`config.mk`:
```
export PLATFORM = sky130hd
export DESIGN_NAME = disp_arbiter
export DESIGN_NICKNAME = d
export VERILOG_FILES = /design/src/rtl/disp_pkg.sv /design/src/rtl/disp_arbiter_rr_pick.sv /design/src/rtl/disp_arbiter.sv
export SDC_FILE = /design/constraint.sdc
export NUM_CORES = 1
export LEC_CHECK = 0
export CORE_MARGIN = 4
export CORE_UTILIZATION = 55
export CTS_CLUSTER_DIAMETER = 50
export DETAILED_ROUTE_END_ITERATION = 8
export GPL_TIMING_DRIVEN = 0
export PLACE_DENSITY = 0.9
export SLEW_MARGIN = 40
export SYNTH_ARGS = -nofsm -noshare
export SYNTH_HDL_FRONTEND = slang
export SYNTH_SLANG_ARGS = --single-unit
```
`constraint.sdc`:
```
create_clock -name i_clk -period 6 [get_ports i_clk]
set_input_delay 1.5 -clock i_clk [delete_from_list [all_inputs] [get_ports i_clk]]
set_output_delay 1.5 -clock i_clk [all_outputs]
set_load 0.005 [all_outputs]
```
`src/rtl/disp_pkg.sv`:
```
// disp_pkg
//   Shared definitions for the display arbiter and the display driver:
//   the arbiter state encoding and the hold-time derivation that turns a
//   clock frequency and a hold duration in microseconds into clock cycles.
package disp_pkg;

    typedef enum logic [1:0] {
        IDLE   = 2'd0,  // no owner, display blanked
        LOCKED = 2'd1,  // owner granted, hold timer still running
        OWNED  = 2'd2   // owner granted, hold expired, may be pre-empted
    } arb_state_t;

    // Hold duration in clock cycles. Evaluated in 64 bits because
    // FREQ*HOLD_US overflows 32 bits for realistic values (27 MHz * 0.5 s).
    // Clamped to 1 so the hold timer always has at least one state.
    function automatic int hold_cycles(input longint freq_hz, input longint hold_us);
        longint cycles;
        cycles = (freq_hz * hold_us) / 64'sd1_000_000;
        if (cycles < 64'sd1) begin
            cycles = 64'sd1;
        end
        return int'(cycles);
    endfunction

endpackage

```
`src/rtl/disp_arbiter_rr_pick.sv`:
```
// rr_pick
//   Combinational round-robin search. Scans the request vector starting at
//   i_ptr, wrapping modulo N, skipping clients set in i_excl, and returns the
//   first hit as a one-hot vector.
//
//   i_req   [N-1:0]   request vector
//   i_ptr   [PW-1:0]  index where the search starts (0..N-1)
//   i_excl  [N-1:0]   clients that must not win (e.g. the current owner)
//   o_grant [N-1:0]   one-hot winner, all-zero when nobody qualifies
//   o_valid           a winner was found
module rr_pick #(
    parameter int N  = 2,
    parameter int PW = (N > 1) ? $clog2(N) : 1
) (
    input  logic [N-1:0]  i_req,
    input  logic [PW-1:0] i_ptr,
    input  logic [N-1:0]  i_excl,
    output logic [N-1:0]  o_grant,
    output logic          o_valid
);

    int            pos;
    logic [PW-1:0] idx;

    always_comb begin
        o_grant = '0;
        o_valid = 1'b0;
        pos     = 0;
        idx     = '0;
        for (int i = 0; i < N; i++) begin
            pos = int'(i_ptr) + i;
            if (pos >= N) begin
                pos = pos - N;
            end
            idx = PW'(pos);
            if (!o_valid && i_req[idx] && !i_excl[idx]) begin
                o_grant[idx] = 1'b1;
                o_valid      = 1'b1;
            end
        end
    end

endmodule

```
`src/rtl/disp_arbiter.sv`:
```
// disp_arbiter
//   Arbitrates ownership of a shared multiplexed digit display between
//   REQUESTERS clients. A new owner is protected for HOLD cycles (LOCKED);
//   after that (OWNED) any other requesting client takes the display over
//   in round-robin order. The owner may refresh the image with i_wr and
//   releases the display by dropping i_req.
//
//   i_clk      clock, all state changes on rising edge
//   i_rst      asynchronous active-high reset
//   i_req      level request per client
//   i_data     digit image per client, client k at [k*DIGITS*4 +: DIGITS*4]
//   i_wr       one-cycle update strobe per client (only the owner's counts)
//   o_grant    one-hot current owner, zero when idle
//   o_digits   registered digit image for the display driver
//   o_blank    high when no client owns the display
module disp_arbiter
    import disp_pkg::*;
#(
    parameter int DIGITS     = 4,
    parameter int REQUESTERS = 2,
    parameter int FREQ       = 27_000_000,
    parameter int HOLD_US    = 500_000
) (
    input  logic                             i_clk,
    input  logic                             i_rst,
    input  logic [REQUESTERS-1:0]            i_req,
    input  logic [REQUESTERS*DIGITS*4-1:0]   i_data,
    input  logic [REQUESTERS-1:0]            i_wr,
    output logic [REQUESTERS-1:0]            o_grant,
    output logic [DIGITS*4-1:0]              o_digits,
    output logic                             o_blank
);

    localparam int DW   = DIGITS * 4;
    localparam int HOLD = hold_cycles(longint'(FREQ), longint'(HOLD_US));
    localparam int TW   = $clog2(HOLD) + 1;
    localparam int PW   = (REQUESTERS > 1) ? $clog2(REQUESTERS) : 1;
    localparam logic [TW-1:0] HOLD_LAST = TW'(HOLD - 1);

    arb_state_t              state_q, state_d;
    logic [REQUESTERS-1:0]   grant_q, grant_d;
    logic [DW-1:0]           digits_q, digits_d;
    logic                    blank_q, blank_d;
    logic [TW-1:0]           timer_q, timer_d, timer_inc;
    logic [PW-1:0]           ptr_q, ptr_d;

    logic [REQUESTERS-1:0]   pick_grant;
    logic                    pick_valid;
    logic [PW-1:0]           win_idx, own_idx, win_ptr_next;
    logic                    owner_req, owner_wr, do_take;
    logic [DW-1:0]           client_data [REQUESTERS];

    generate
        for (genvar gi = 0; gi < REQUESTERS; gi++) begin : g_split
            assign client_data[gi] = i_data[gi*DW +: DW];
        end
    endgenerate

    // Excluding the current owner serves both cases: in IDLE grant_q is
    // zero so nothing is excluded; when owned, only challengers qualify.
    rr_pick #(
        .N  (REQUESTERS),
        .PW (PW)
    ) u_pick (
        .i_req   (i_req),
        .i_ptr   (ptr_q),
        .i_excl  (grant_q),
        .o_grant (pick_grant),
        .o_valid (pick_valid)
    );

    always_comb begin
        win_idx = '0;
        own_idx = '0;
        for (int k = 0; k < REQUESTERS; k++) begin
            if (pick_grant[k]) begin
                win_idx = PW'(k);
            end
            if (grant_q[k]) begin
                own_idx = PW'(k);
            end
        end
        win_ptr_next = (win_idx == PW'(REQUESTERS - 1)) ? '0 : win_idx + PW'(1);
        owner_req    = |(i_req & grant_q);
        owner_wr     = |(i_wr & grant_q);
        // Saturating increment: the timer parks at HOLD-1 until reloaded.
        timer_inc    = (timer_q == HOLD_LAST) ? timer_q : timer_q + TW'(1);
    end

    always_comb begin
        state_d  = state_q;
        grant_d  = grant_q;
        digits_d = digits_q;
        timer_d  = timer_q;
        ptr_d    = ptr_q;
        do_take  = 1'b0;

        case (state_q)
            IDLE: begin
                do_take = pick_valid;
            end
            LOCKED, OWNED: begin
                if (!owner_req) begin
                    // Release wins over a same-cycle owner write.
                    if (pick_valid) begin
                        do_take = 1'b1;
                    end else begin
                        grant_d = '0;
                        timer_d = '0;
                        state_d = IDLE;
                    end
                end else if (state_q == OWNED && pick_valid) begin
                    do_take = 1'b1;
                end else begin
                    if (owner_wr) begin
                        digits_d = client_data[own_idx];
                    end
                    if (state_q == LOCKED) begin
                        timer_d = timer_inc;
                        // Leaving LOCKED as the timer lands on HOLD-1 lets a
                        // challenger take over exactly HOLD edges after grant.
                        if (timer_inc == HOLD_LAST) begin
                            state_d = OWNED;
                        end
                    end
                end
            end
            default: begin
                grant_d = '0;
                timer_d = '0;
                state_d = IDLE;
            end
        endcase

        if (do_take) begin
            grant_d  = pick_grant;
            digits_d = client_data[win_idx];
            timer_d  = '0;
            ptr_d    = win_ptr_next;
            state_d  = LOCKED;
        end

        blank_d = ~|grant_d;
    end

    always_ff @(posedge i_clk or posedge i_rst) begin
        if (i_rst) begin
            state_q  <= IDLE;
            grant_q  <= '0;
            digits_q <= '0;
            blank_q  <= 1'b1;
            timer_q  <= '0;
            ptr_q    <= '0;
        end else begin
            state_q  <= state_d;
            grant_q  <= grant_d;
            digits_q <= digits_d;
            blank_q  <= blank_d;
            timer_q  <= timer_d;
            ptr_q    <= ptr_d;
        end
    end

    assign o_grant  = grant_q;
    assign o_digits = digits_q;
    assign o_blank  = blank_q;

endmodule

```
; ---- Word level (Yosys, flattened, before mapping)
; Cells that the tools add are included.
[totals]
output_inout_bits = 19
mem_bits_ro = 0
ramBits = 0
wordCells = 109
mem_count = 0
regBits = 47
latch_bits = 0
[classes]
magnitude_cmp = 8
bitwise = 5
n_mux = 54
reduce_logical = 21
multipliers = 0
n_addsub = 5
n_eq_ne = 10
n_div = 0
shift = 0
[op_table]
columns = operator, n
row1 = $mux W16, 11
row2 = $mux W25, 6
row3 = $eq A25 B24 Y1 const B, 2
row4 = $pmux W25 S2, 1
row5 = $add A25 B1 Y25 const B, 1
row6 = $mux W2, 11
row7 = $mux W1, 20
row8 = $ne A4 B4 Y1 const B, 4
row9 = $pmux W2 S2, 2
row10 = $reduce_and A4 Y1, 2
row11 = $reduce_or A2 Y1, 4
row12 = $ge A2 B2 Y1 const B, 3
row13 = $logic_and A1 B1 Y1, 6
row14 = $reduce_bool A2 Y1, 3
row15 = $reduce_and A5 Y1, 1
row16 = $and A2 B2 Y2, 2
row17 = $logic_not A1 Y1, 4
row18 = $lt A1 B2 Y1 const B, 2
row19 = $ne A2 B2 Y1 const B, 2
row20 = $not A1 Y2, 2
row21 = $add A1 B1 Y2 const B, 1
row22 = $demux W1 S1, 2
row23 = $eq A2 B1 Y1 const B, 1
row24 = $eq A2 B2 Y1 const B, 1
row25 = 7 further kinds, 9

; ---- Depth between registers and ports, before layout
[logic_depth]
ltp_word = 18
depth_mapped = 10
depth_no_buf = 8

; ---- Modules after synthesis
; Synthesis repeated with hierarchy kept, for this count alone.
[unflattened]
cells_unflattened = 343
hier_area_um2 = 3083.0
[by_module_without_submodules]
columns = mod, area_each_um2, n_inst, cells_each
row1 = disp_arbiter, 3041.7, 1, 337
row2 = rr_pick, 41.3, 1, 6

; ---- Worst setup path after synthesis
; Ideal clock, no wire load.
[synth_timing]
kind = input -> register
startpoint = input port i_req[1]
endpoint = register state_q[0]
setup_time_ns = 0.124
t_arrival_ns = 3.231
stages = 7
n_path_buf = 1
slack_ns = 2.645
cell_sequence = a22o_1 -> nor2_1 -> o21ba_1 -> clkbuf_1 -> nor2_1 -> or4_4 -> o31a_1
[synth_via]
elab_chain_len = 14
elab_cells_between_ends = 26
classes_between = 5 x eq/ne / 13 x mux / 1 x bitwise / 7 x reduce/logical
[synth_rtl]
columns = element, line
row1 = start: declaration, disp_arbiter.sv:26  ; input logic [REQUESTERS-1:0] i_req,
row2 = $mux W1 (implied by the code) (2 in series), disp_arbiter_rr_pick.sv:36  ; if (!o_valid && i_req[idx] && !i_excl[idx]) begin
row3 = $logic_and A1 B1 Y1, disp_arbiter_rr_pick.sv:36
row4 = $mux W1, disp_arbiter_rr_pick.sv:36
row5 = $logic_not A1 Y1, disp_arbiter_rr_pick.sv:36
row6 = $logic_and A1 B1 Y1 (2 in series), disp_arbiter_rr_pick.sv:36
row7 = $mux W1, disp_arbiter_rr_pick.sv:36
row8 = $logic_and A1 B1 Y1, disp_arbiter.sv:112  ; end else if (state_q == OWNED && pick_valid) begin
row9 = $mux W1, disp_arbiter.sv:112
row10 = $mux W1, disp_arbiter.sv:103  ; if (!owner_req) begin
row11 = $pmux W1 S2, disp_arbiter.sv:98  ; case (state_q)
row12 = $ne A4 B4 Y1 (no source line) / $ne A2 B2 Y1 (equally long branches), --
row13 = $reduce_and A5 Y1 (no source line), --
row14 = end signal: assignment, disp_arbiter.sv:155  ; state_q <= state_d;
row15 = end: declaration, disp_arbiter.sv:40  ; arb_state_t state_q, state_d;
; Several ways; a longest one is shown, not always the timed one. The select of a mux whose other input is x is not followed.
; A chain may end at the register's enable or synchronous reset.

; ---- Final worst setup path
[layout_timing]
startpoint = input port i_req[1]
endpoint = register digits_q[12] (netlist: o_digits[12])
[layout_via]
elab_chain_len = 14
elab_cells_between_ends = 31
classes_between = 1 x eq/ne / 17 x mux / 3 x bitwise / 10 x reduce/logical
[layout_rtl]
columns = element, line
row1 = $mux W1 (implied by the code) (2 in series), disp_arbiter_rr_pick.sv:36
row2 = $logic_and A1 B1 Y1, disp_arbiter_rr_pick.sv:36
row3 = $mux W1, disp_arbiter_rr_pick.sv:36
row4 = $logic_not A1 Y1, disp_arbiter_rr_pick.sv:36
row5 = $logic_and A1 B1 Y1 (2 in series), disp_arbiter_rr_pick.sv:36
row6 = $mux W1 / $mux W2 (equally long branches), disp_arbiter_rr_pick.sv:36
row7 = $logic_and A1 B1 Y1 / $mux W1 (equally long branches), "disp_arbiter.sv:112, disp_arbiter.sv:76"
row8 = $mux W1 / $not A1 Y2 (equally long branches), "disp_arbiter.sv:112, disp_arbiter.sv:137"
row9 = $mux W1 / $mux W16 (equally long branches), "disp_arbiter.sv:103, disp_arbiter.sv:137"
row10 = $pmux W1 S2 / $mux W16 (equally long branches), "disp_arbiter.sv:98, disp_arbiter.sv:137"
row11 = "$ne A2 B2 Y1 (no source line), or another cell as far along", --
row12 = $reduce_and A4 Y1 (no source line) / $mux W16 (equally long branches), --
row13 = end signal: assignment, disp_arbiter.sv:157  ; digits_q <= digits_d;
row14 = end: declaration, disp_arbiter.sv:42  ; logic [DW-1:0] digits_q, digits_d;
; Several ways; a longest one is shown, not always the timed one. The select of a mux whose other input is x is not followed.

==> results.md <==
- Mean Syn Cell Area: 8.84 µm²
- First-pass DRT Iterations: 6
- Ys flop type: dfrtp_1
- Core area: 4750 µm²
- Clock transition at the registers of the reported paths: 0.08 ns
- Starting Density: 56.9%
- Max Buffers Root-to-Sink: 2
- WS Path Type: in2reg
- Most frequent cells in the layout: clkdlybuf4s50_1, dfrtp_1, o21ai_0
- Port bufs: 56
- Flops & latches, synth: 47
- Core Rows: 25
- Maximum VDD drop: 148 µV
- HP Class: reg2reg
- DRC: 0
- Final setup violation count: 0
- Clock root buffer: clkbuf_8
- Pwr per Cell Area: 359 nW/µm²
- Total Wirelength: 7130 µm
- Fmax: 0.259 GHz
- Fill count: 338
- CTS Hold Bufs: 0
- Total Neg Setup Slack: 0 ns
- Post-Syn Nets: 348
- Gr usage total: 24.2%
- Slew margin rel.: 58.1%
- Min Tclk post-route: 3.86 ns
- Worst-skew pair later-pin latency: 0.30 ns
- Inst Count DP: 430
- Number of synthesized flops with an enable pin: 0
- RSZ-0062 raised after global routing: false
- Hold_sp: timer_q[15]
- Pleak: 0.00146 µW
- Fin crit share: 64.4%
- Setup ws final: 2.14 ns
- First DRT Iteration DRCs: 265
- Worst Clk Skew: 0.00805 ns
- Maxcap violations: 0
- Post-Syn Instances: 306
- Post-CTS setup buffers: 0
- Area added between synthesis and finish: 28.5%
- Commonest non-fill, non-tap cell in the layout: clkdlybuf4s50_1
- Worst-margin pin slew: 0.626 ns
- First-pass GRT wire length: 11900 µm
- Worst Setup SP: i_req[1]
- Initial antenna violation count: 0
- Die Area: 6110 µm²
- Hold Worst Slack: 0.489 ns
- Critical Path End Type: flip-flop
- Final Wtd Congestion: 0.905
- CTS H-tree depth: 2
- Fin nets: 412
- Slew Limit Fails: 0
- CTS tree: done
- Dpl ws: 1.84 ns
- Asr flop ratio synth: 100%
- Fraction of layout cells with a size suffix above 1: 7.28%
- Final cell count without fillers: 438
- Cts bufs inserted: 5
- Worst setup SP type: primary input
- ANT cells: 0
- Post-CTS Resized: 0
- Hpwl dp: 5260 µm
- Number of synthesis warnings: 0
- # IOs: 57
- Pin count of the biggest net entering global routing: 38
- Synth unique cells: 51
- Final hold violation count: 0
- Synthesized area: 2710 µm²
- Chip Height: 78.1 µm
- Final ANT Viol Nets: 0
- Clock sinks: 47
- Req. time, crit path: 6.17 ns
- Via-per-instance ratio: 6.13
- RR Startpoint: timer_q[0]
- Total number of vias: 2687
- Outcome: finished clean
- CP arrival: 4.04 ns
- Sequential area share after synthesis: 43.5%
- Number of global-route vias before repair: 2580
- Crit path max fanout: 10
- Chip width: 78.1 µm
- Gr ovfl total: 0
- Drt wl/cell: 16.3 µm
registers in the layout, summed over array words and instances (netlist names):
signal	flops
o_blank	1
o_digits	16
o_grant	2
ptr_q	1
state_q	2
timer_q	25
worst max-delay path, stage by stage:
cell,delay (ns)
clkdlybuf4s50_1,0.45
a22o_1,0.27
nor2_1,0.19
o21ba_1,0.15
clkbuf_1,0.33
mux2_2,0.46
clkbuf_1,0.26
a222oi_1,0.33
inv_1,0.10
path summary, 6_finish.rpt:
check | endpoint | slack [ns] | cells after the start
max in group asynchronous | o_blank | 4.06 | 3
min | timer_q[15] | 0.49 | 1
max | o_digits[12] | 2.14 | 9
min in group asynchronous | o_digits[11] | 1.46 | 2
max reg2reg | state_q[0] | 2.96 | 9
min reg2reg | timer_q[15] | 0.49 | 1
power by group:
group	internal (µW)	switching, µW
Sequential	394	48.2
Combinational	284	315
Clock	105	104
cells by family after synthesis:
family,count (synthesis),share of synthesized area (%)
and+or+nand+nor,106,20.8
AOI/OAI and AO/OA,101,24.5
DFF,47,43.5
buffers and inverters,37,5.41
xor gates and xnor gates,7,2.27
muxes,4,1.66
adders and majority gates,4,1.85
stage by stage:
| step | utilization [%] | cell area [µm²] | power (µW) |
|---|---|---|---|
| after global routing | 73.1 | 3480 | 1340 |
| final | 73.1 | 3480 | 1250 |
| after CTS | 73.1 | 3480 | 1250 |
| after global placement | 70.5 | 3350 | 1020 |
| after floorplan | - | 2710 | 783 |
| after detailed placement | 70.9 | 3370 | 1040 |
per-layer routing:
| metal | vias to the layer above | part of all wire, % | track usage (%) | wire length (µm) |
|---|---|---|---|---|
| li1 | 1265 | - | - | - |
| met1 | 1282 | 41 | 29.8 | 2920 |
| met2 | 127 | 50 | 42.0 | 3560 |
| met3 | 13 | 7.2 | 4.36 | 511 |
| met4 | 0 | 1.9 | 9.44 | 137 |
| met5 | - | 0 | 0 | 0 |
final cells by class:
| class | instances | area (µm²) | area share (%) |
|---|---|---|---|
| Tap cell | 67 | 83.8 | 2.41 |
| Timing Repair Buffer | 57 | 581 | 16.7 |
| Sequential cell | 47 | 1180 | 33.9 |
| Clock inverter | 1 | 7.51 | 0.216 |
| Inverter | 21 | 81.3 | 2.34 |
| Clock buffer | 7 | 96.3 | 2.77 |
| Buffer | 16 | 67.6 | 1.94 |
| Multi-Input combinational cell | 222 | 1380 | 39.8 |
synth_stat cells (4+ instances only):
cell / count / area, µm²
ha_1: 4 / 50.1
nand3_1: 13 / 65.1
nor3_1: 4 / 20.0
clkbuf_1: 12 / 45.0
nand4_1: 5 / 31.3
mux2_2: 4 / 45.0
nor2_1: 28 / 105
o21ai_1: 5 / 25.0
and3_1: 4 / 25.0
a21oi_1: 13 / 65.1
inv_1: 21 / 78.8
dfrtp_1: 46 / 1150
a31oi_1: 6 / 37.5
o21ai_0: 37 / 185
a222oi_1: 16 / 160
nand2_1: 28 / 105
o31ai_1: 8 / 60.1
nand2b_1: 4 / 25.0
xor2_1: 4 / 35.0
Power figures use the tool's default switching activity.
